--- src/rtl/reorder_buffer_pkg.sv ---
// Shared definitions for the reorder buffer, reservation stations and branch unit:
// entry type codes, default depth and small decode helpers.
package reorder_buffer_pkg;

    localparam int ROB_SIZE = 8;

    typedef enum logic [1:0] {
        TYPE_REG    = 2'd0,
        TYPE_BRANCH = 2'd1,
        TYPE_JUMP   = 2'd2,
        TYPE_STORE  = 2'd3
    } rob_type_e;

    // Jumps write their link address, so they update the register file like plain ops.
    function automatic logic writes_reg(input rob_type_e t, input logic [4:0] rd);
        return ((t == TYPE_REG) || (t == TYPE_JUMP)) && (rd != 5'd0);
    endfunction

    function automatic logic is_control(input rob_type_e t);
        return (t == TYPE_BRANCH) || (t == TYPE_JUMP);
    endfunction

endpackage

--- src/rtl/reorder_buffer.sv ---
// In-order retirement buffer: allocates tags at dispatch, collects out-of-order
// results, commits one entry per cycle and flushes on a redirecting branch/jump.
module reorder_buffer #(
    parameter int ROB_SIZE = reorder_buffer_pkg::ROB_SIZE
) (
    input  logic                        clk_in,
    input  logic                        rst_in,
    input  logic                        rdy_in,
    input  logic                        alloc_valid_in,
    input  logic [1:0]                  alloc_type_in,
    input  logic [4:0]                  alloc_rd_in,
    input  logic [31:0]                 alloc_pc_in,
    output logic                        alloc_ready_out,
    output logic [$clog2(ROB_SIZE)-1:0] alloc_tag_out,
    input  logic                        wb_valid_in,
    input  logic [$clog2(ROB_SIZE)-1:0] wb_tag_in,
    input  logic [31:0]                 wb_value_in,
    input  logic                        wb_pc_change_in,
    input  logic [31:0]                 wb_new_pc_in,
    output logic                        commit_valid_out,
    output logic [$clog2(ROB_SIZE)-1:0] commit_tag_out,
    output logic [4:0]                  commit_rd_out,
    output logic [31:0]                 commit_value_out,
    output logic                        commit_reg_we_out,
    output logic                        flush_out,
    output logic [31:0]                 redirect_pc_out
);
    import reorder_buffer_pkg::*;

    localparam int TAG_W = $clog2(ROB_SIZE);
    localparam int CNT_W = $clog2(ROB_SIZE + 1);
    localparam logic [TAG_W-1:0] LAST_TAG = TAG_W'(ROB_SIZE - 1);
    localparam logic [CNT_W-1:0] FULL_CNT = CNT_W'(ROB_SIZE);

    logic [TAG_W-1:0]    head_reg, head_next;
    logic [TAG_W-1:0]    tail_reg, tail_next;
    logic [CNT_W-1:0]    count_reg, count_next;
    logic [ROB_SIZE-1:0] busy_reg, busy_next;
    logic [ROB_SIZE-1:0] ready_reg, ready_next;

    rob_type_e   type_mem      [ROB_SIZE];
    logic [4:0]  rd_mem        [ROB_SIZE];
    logic [31:0] pc_mem        [ROB_SIZE];
    logic [31:0] value_mem     [ROB_SIZE];
    logic        pc_change_mem [ROB_SIZE];
    logic [31:0] new_pc_mem    [ROB_SIZE];

    logic commit_fire, flush_fire, alloc_accept, wb_accept;

    function automatic logic [TAG_W-1:0] bump(input logic [TAG_W-1:0] p);
        return (p == LAST_TAG) ? '0 : p + TAG_W'(1);
    endfunction

    assign commit_fire  = busy_reg[head_reg] && ready_reg[head_reg];
    assign flush_fire   = commit_fire && is_control(type_mem[head_reg]) && pc_change_mem[head_reg];
    // A full buffer refuses allocation even when the head retires in the same cycle.
    assign alloc_accept = alloc_valid_in && (count_reg != FULL_CNT) && !flush_fire;
    assign wb_accept    = wb_valid_in && busy_reg[wb_tag_in] && !flush_fire;

    assign alloc_ready_out = (count_reg < FULL_CNT);
    assign alloc_tag_out   = tail_reg;

    assign head_next  = flush_fire ? '0 : (commit_fire ? bump(head_reg) : head_reg);
    assign tail_next  = flush_fire ? '0 : (alloc_accept ? bump(tail_reg) : tail_reg);
    assign count_next = flush_fire ? '0
                      : count_reg + CNT_W'(alloc_accept) - CNT_W'(commit_fire);

    for (genvar gi = 0; gi < ROB_SIZE; gi++) begin : g_entry
        logic alloc_here, wb_here, clear_here;
        assign alloc_here = alloc_accept && (tail_reg == TAG_W'(gi));
        assign wb_here    = wb_accept && (wb_tag_in == TAG_W'(gi));
        assign clear_here = flush_fire || (commit_fire && (head_reg == TAG_W'(gi)));

        assign busy_next[gi]  = clear_here ? 1'b0 : (alloc_here ? 1'b1 : busy_reg[gi]);
        // Stores have nothing to wait for and are ready from dispatch.
        assign ready_next[gi] = clear_here ? 1'b0
                              : alloc_here ? (alloc_type_in == TYPE_STORE)
                              : wb_here    ? 1'b1
                              : ready_reg[gi];
    end

    always_ff @(posedge clk_in) begin
        if (rdy_in) begin
            if (alloc_accept) begin
                type_mem[tail_reg]      <= rob_type_e'(alloc_type_in);
                rd_mem[tail_reg]        <= alloc_rd_in;
                pc_mem[tail_reg]        <= alloc_pc_in;
                value_mem[tail_reg]     <= '0;
                pc_change_mem[tail_reg] <= 1'b0;
                new_pc_mem[tail_reg]    <= '0;
            end
            if (wb_accept) begin
                value_mem[wb_tag_in]     <= wb_value_in;
                pc_change_mem[wb_tag_in] <= wb_pc_change_in;
                new_pc_mem[wb_tag_in]    <= wb_new_pc_in;
            end
        end
    end

    always_ff @(posedge clk_in or negedge rst_in) begin
        if (!rst_in) begin
            head_reg          <= '0;
            tail_reg          <= '0;
            count_reg         <= '0;
            busy_reg          <= '0;
            ready_reg         <= '0;
            commit_valid_out  <= 1'b0;
            commit_tag_out    <= '0;
            commit_rd_out     <= '0;
            commit_value_out  <= '0;
            commit_reg_we_out <= 1'b0;
            flush_out         <= 1'b0;
            redirect_pc_out   <= '0;
        end else if (rdy_in) begin
            head_reg         <= head_next;
            tail_reg         <= tail_next;
            count_reg        <= count_next;
            busy_reg         <= busy_next;
            ready_reg        <= ready_next;
            commit_valid_out <= commit_fire;
            flush_out        <= flush_fire;
            if (commit_fire) begin
                commit_tag_out    <= head_reg;
                commit_rd_out     <= rd_mem[head_reg];
                commit_value_out  <= value_mem[head_reg];
                commit_reg_we_out <= writes_reg(type_mem[head_reg], rd_mem[head_reg]);
            end
            if (flush_fire) begin
                redirect_pc_out <= new_pc_mem[head_reg];
            end
        end
    end

    // The PC is kept per entry for debug visibility; retirement itself does not need it.
    logic unused_pc;
    assign unused_pc = ^pc_mem[head_reg];

endmodule

--- config.mk ---
export PLATFORM = sky130hd
export DESIGN_NAME = reorder_buffer
export DESIGN_NICKNAME = d
export VERILOG_FILES = /design/src/rtl/reorder_buffer_pkg.sv /design/src/rtl/reorder_buffer.sv
export SDC_FILE = /design/constraint.sdc
export NUM_CORES = 1
export LEC_CHECK = 0
export ABC_AREA = 1
export CAP_MARGIN = 40
export CORE_MARGIN = 5
export CORE_UTILIZATION = 40
export DETAILED_ROUTE_END_ITERATION = 7
export PLACE_DENSITY = 0.67
export RECOVER_POWER = 25
export REMOVE_ABC_BUFFERS = 1
export SETUP_SLACK_MARGIN = 0.2
export SYNTH_ARGS = -nofsm -noshare
export SYNTH_HDL_FRONTEND = slang
export SYNTH_SLANG_ARGS = --single-unit
--- constraint.sdc ---
create_clock -name clk_in -period 7.1 [get_ports clk_in]
set_input_delay 1.065 -clock clk_in [delete_from_list [all_inputs] [get_ports clk_in]]
set_output_delay 1.065 -clock clk_in [all_outputs]
set_load 0.01 [all_outputs]
Word level (Yosys, flattened, before mapping)
Memory sizes are Yosys's and may differ from the RTL's. A register that Yosys moved wholly into a read port is not among the register bits.
Cells that the tools add are included.
{ "totals": {"register_bits": 37, "ramBits": 576, "elab_cells": 208, "mem_count": 5} }
{ "op_classes": {"n_addsub": 4, "magnitude_cmp": 3, "eq_ne": 25, "muxes": 59, "n_reduce_logical": 88} }
{ "memory_table": {"columns": ["name", "depth", "word_bits", "rd", "rd_clocked_by_memory_dff", "wr", "line", "rtl"], "rows": [
  ["new_pc_mem", 8, 32, 1, 1, 2, "reorder_buffer.sv:46", "logic [31:0] new_pc_mem [ROB_SIZE];"],
  ["value_mem", 8, 32, 1, 1, 2, "reorder_buffer.sv:44", "logic [31:0] value_mem [ROB_SIZE];"],
  ["rd_mem", 8, 5, 1, 0, 1, "reorder_buffer.sv:42", "logic [4:0] rd_mem [ROB_SIZE];"],
  ["type_mem", 8, 2, 1, 0, 1, "reorder_buffer.sv:41", "rob_type_e type_mem [ROB_SIZE];"],
  ["pc_change_mem", 8, 1, 1, 0, 2, "reorder_buffer.sv:45", "logic pc_change_mem [ROB_SIZE];"]
]} }
{ "ops": {"columns": ["cell", "count"], "rows": [
  ["$mux W1", 49],
  ["$reduce_and A2 Y1", 20],
  ["$eq A3 B3 Y1 const B", 12],
  ["$logic_and A1 B1 Y1", 32],
  ["$reduce_bool A3 Y1", 8],
  ["$reduce_bool A2 Y1", 10],
  ["$eq A3 B2 Y1 const B", 6],
  ["$mux W3", 6],
  ["$logic_or A1 B1 Y1", 10],
  ["$bmux W1 S3", 3],
  ["$eq A3 B1 Y1 const B", 3],
  ["$logic_not A3 Y1", 3],
  ["$lt A3 B4 Y1 const B", 2],
  ["$add A3 B1 Y3 const B", 2],
  ["$reduce_bool A5 Y1", 1],
  ["$add A4 B1 Y4", 1],
  ["$eq A2 B2 Y1 const B", 2],
  ["$lt A4 B4 Y1 const B", 1],
  ["$mux W4", 1],
  ["$ne A4 B4 Y1 const B", 1],
  ["$sub A4 B1 Y4", 1],
  ["$logic_not A1 Y1", 3],
  ["$eq A2 B1 Y1 const B", 1],
  ["$logic_not A2 Y1", 1]
]} }

Logic depth before layout (Yosys ltp)
{ "logic_depth": {"word_depth": 11, "depth_mapped": 19, "mapped_depth_nobuf": 18} }

Least setup slack after synthesis
Ideal clock, no wire load.
{ "synth_timing": {"path_kind": "input to register", "from": "input port alloc_valid_in", "to": "memory new_pc_mem[3][0], enable pin", "setup_time_ps": 578, "arrival_time_ps": 6520, "path_slack_ps": 3, "stages": 7, "n_path_buf": 2, "cell_sequence": "and2_1 -> clkbuf_1 -> nand2_1 -> nor2_1 -> buf_4 -> nand2_1 -> o21ai_0"} }
{ "synth_lines": {"columns": ["element", "line", "rtl"], "rows": [
  ["from (decl)", "reorder_buffer.sv:9", "input logic alloc_valid_in,"],
  ["to (decl)", "reorder_buffer.sv:46", null]
]} }

==> impl_metrics.env <==
export IMPL_power_per_cell_area_nw_per_um2=381
export IMPL_timing_final_crit_share_pct=78.3
export IMPL_relSlewSlack_pct=-45.4
export IMPL_hold_viol=0
export IMPL_drc_errors=0
export IMPL_vias_per_cell=5.50
export IMPL_drt_first_pass_iters=6
export IMPL_yosysTopAreaCell="edfxtp_1"
export IMPL_reg_top3="new_pc_mem (256), value_mem (256), rd_mem (40)"
export IMPL_r2r_setup_slack_ns=1.54
export IMPL_finalMaxSlewViolations=150
export IMPL_whs_ns=0.470
export IMPL_clock_latency_ns=0.61
export IMPL_place_port_buffers=158
export IMPL_tightest_slew_ns=2.18
export IMPL_path_common_cell="nand2_1"
export IMPL_die_area_sq_um=78300
export IMPL_nNetsFinal=2953
export IMPL_status="finished, violations left"
export IMPL_synth_adder_area_share_pct=0.799
export IMPL_synth_xor_xnor_area_share_pct=0.0301
export IMPL_synthMuxAreaShare_pct=0
export IMPL_vias=21100
export IMPL_cts_tree="built"
export IMPL_cts_sinks=677
export IMPL_post_cts_buffers=0
export IMPL_cts_root_buffer="clkbuf_16"
export IMPL_synth_top_family_by_area="simple AND/OR/NAND/NOR gates"
export IMPL_period_needed_ns=5.56
export IMPL_yosysTopAreaCellShare_pct=59.4
export IMPL_synth_area_per_cell_sq_um=10.6
export IMPL_ios=191
export IMPL_initial_core_util_pct=40.1
export IMPL_grt_max_degree=139
export IMPL_synth_compound_area_share_pct=10.8
export IMPL_syn_inst=2737
export IMPL_start_kind="flip-flop"
export IMPL_dpl_hpwl_mm=43.2
export IMPL_slowest_stage="dfrtp_1"
export IMPL_rr_startpoint="head_reg[1]$_DFFE_PN0P_"
export IMPL_failed_checks="max-capacitance violations, max-slew violations"
export IMPL_drive_gt1_share_pct=6.07
export IMPL_synthSimpleGateAreaFrac_pct=15.5
export IMPL_htree_levels=3
export IMPL_overflow=0
export IMPL_setup_viol=0
export IMPL_antenna_found_initial=2
export IMPL_yosysUniqueCellTypes=33
export IMPL_hp_class="flip-flop to flip-flop"
export IMPL_clock_path_buffers=3
export IMPL_grt_pass1_vias=20400
export IMPL_core_sq_um=72600
export IMPL_max_freq_mhz=180
export IMPL_maxCapViolations=4
export IMPL_reg2reg_to="new_pc_mem[0][19]$_SDFFCE_PN0P_"
export IMPL_cts_clk_slew_worst_paths_ns=0.06
export IMPL_synthTopCellsByArea="edfxtp_1 59%, nor2_1 11%, dfrtp_1 8.7%"
export IMPL_num_rows=99
export IMPL_worstPathMaxFanout=61
export IMPL_final_core_util_pct=47.0
export IMPL_die_h_um=280
export IMPL_grt_first_pass_wirelength_mm=123
export IMPL_ant_nets=0
export IMPL_fill_cells=6631
export IMPL_cpPeakStageDelay_ns=1.58
export IMPL_path_cells="inv_4, nand3_1, nand3_1, nand2_1, nand2_1, nand2_1, nor2_1, nor2_1, buf_4, nand2_1, o21ai_4, buf_12"
export IMPL_critPathCaptureType="flip-flop"
export IMPL_rr_worst_depth=12
export IMPL_avgRoutedWirePerCell_um=21.1
export IMPL_gp_congestion=0.795
export IMPL_whs_path_depth=2
export IMPL_cts_hold_buf=0
export IMPL_initialDrtViolationCount=2301
export IMPL_syn2layout_area_growth_pct=17.3
export IMPL_ys_warnings_count=0
export IMPL_yosysSeqAreaShare_pct=68.1
export IMPL_arrival_ns=5.81
export IMPL_cp_required_ns=7.36
export IMPL_min_to="commit_valid_out$_DFFE_PN0P_"
export IMPL_holdCritStartpoint="commit_valid_out$_DFFE_PN0P_"
export IMPL_vdd_ir_drop_max_mv=0.291
export IMPL_fp_dieW_um=280
export IMPL_fin_skew_ns=0.0215
export IMPL_grt_use_total_pct=20.2
export IMPL_cts_buffers=71
export IMPL_rsz0062_at_grt="no"
export IMPL_wirelength_mm=81.2
export IMPL_cts_resized=0
export IMPL_critical_path_class="flip-flop to flip-flop"
export IMPL_synth_seq_cells=677
export IMPL_synthesis_area_sq_um=29100
export IMPL_power_leakage_nw=12.9
-- per-layer routing --
metal	global-route usage (%)	routed length (um)
met3	3.32	6290
met2	32.9	38900
met1	27.6	33600
met5	0	8
met4	7.12	2410
-- worst max path at each step --
stage                                  startpoint                               to  slack (ns)
after floorplan           head_reg[0]$_DFFE_PN0P_   new_pc_mem[7][0]$_SDFFCE_PN0P_       -8.04
after CTS                 head_reg[1]$_DFFE_PN0P_  new_pc_mem[4][21]$_SDFFCE_PN0P_        2.65
after detailed placement             wb_tag_in[1]  new_pc_mem[4][19]$_SDFFCE_PN0P_        2.55
final                     head_reg[1]$_DFFE_PN0P_  new_pc_mem[0][19]$_SDFFCE_PN0P_        1.54
after global routing                       rst_in          head_reg[0]$_DFFE_PN0P_        1.19
after global placement    head_reg[0]$_DFFE_PN0P_   new_pc_mem[1][4]$_SDFFCE_PN0P_        2.29
-- final cells by class --
cell class	instances	area, sq um	area share (%)
timing repair buffer	208	2180	6.39
clock buffer	101	2030	5.95
inverter	129	498	1.46
clock inverter	31	419	1.23
sequential	677	19800	58.1
multi-input combinational	1736	7980	23.4
tap	959	1200	3.51
antenna	2	5.00	0.0147
-- synth_stat cells --
master    number
nand2_1      209
edfxtp_1     576
inv_1        126
nand4_1       12
nand2_2        3
a21oi_1        4
ha_1          17
a31oi_1       35
o221ai_1      34
dfrtp_1      101
inv_2          3
a22oi_1        6
buf_6         10
nand4_2        3
fa_1           1
a21o_1         2
buf_1          4
o21ai_0      344
nor3_2         2
nor2_4         1
nor2_1       872
o22ai_1      107
nor2_2         1
nand3_2        1
buf_2         50
o31ai_1        8
nand3b_1       6
nand3_1       45
and2_1         2
clkbuf_1     123
buf_4          8
o21ai_1       20
xor2_1         1
-- through the flow --
step           setup slack (ns)  instances  cell area, sq um  power, W  setup TNS [ns]
5_1_grt                    1.19       3842             34100    0.0137               0
4_1_cts                    2.65       3839             34200    0.0132               0
2_1_floorplan             -8.04       2542             28200   0.00765        -6461.62
3_5_place_dp               2.55       3707             31800   0.00930               0
6_report                   1.54       3843             34100    0.0130               0
3_3_place_gp               2.29       3697             31500   0.00920               0
-- power by group --
part | switching, W | internal, W
logic | 0.00265 | 0.00131
clock network | 0.00157 | 0.00231
registers | 0.000315 | 0.00484
-- layout by cell type (no fill, tap or decap), types with 6 or more instances in the layout --
master	n
clkbuf_8	10
o221ai_1	34
clkinv_1	7
o31ai_1	8
o21ai_0	355
a31oi_1	35
nor2_1	873
clkbuf_1	23
bufinv_16	8
clkdlybuf4s50_1	71
buf_12	7
nand3_1	45
dfrtp_1	99
a22oi_1	6
ha_1	17
buf_16	8
dlygate4sd3_1	86
clkinv_2	6
buf_4	30
o22ai_1	107
clkbuf_16	73
nand4_1	14
nand3b_1	6
edfxtp_1	576
o21ai_4	8
inv_1	123
nand2_1	211
-- kinds of logic after synthesis --
| group | count (synthesis) |
|---|---|
| AND/OR/NAND/NOR | 1157 |
| flip-flops | 677 |
| AO/OA/AOI/OAI | 560 |
| XOR/XNOR | 1 |
| adder cells (fa/ha/maj) | 18 |
| buffers and inverters | 324 |
-- critical path, delay by kind of cell, from the launching register on --
family,cells,cell delay (ns)
compound gates,1,0.73
buf+inv,3,1.41
flops,1,1.58
simple gates,8,1.38
Note: power is estimated with default switching activity, not from simulation.
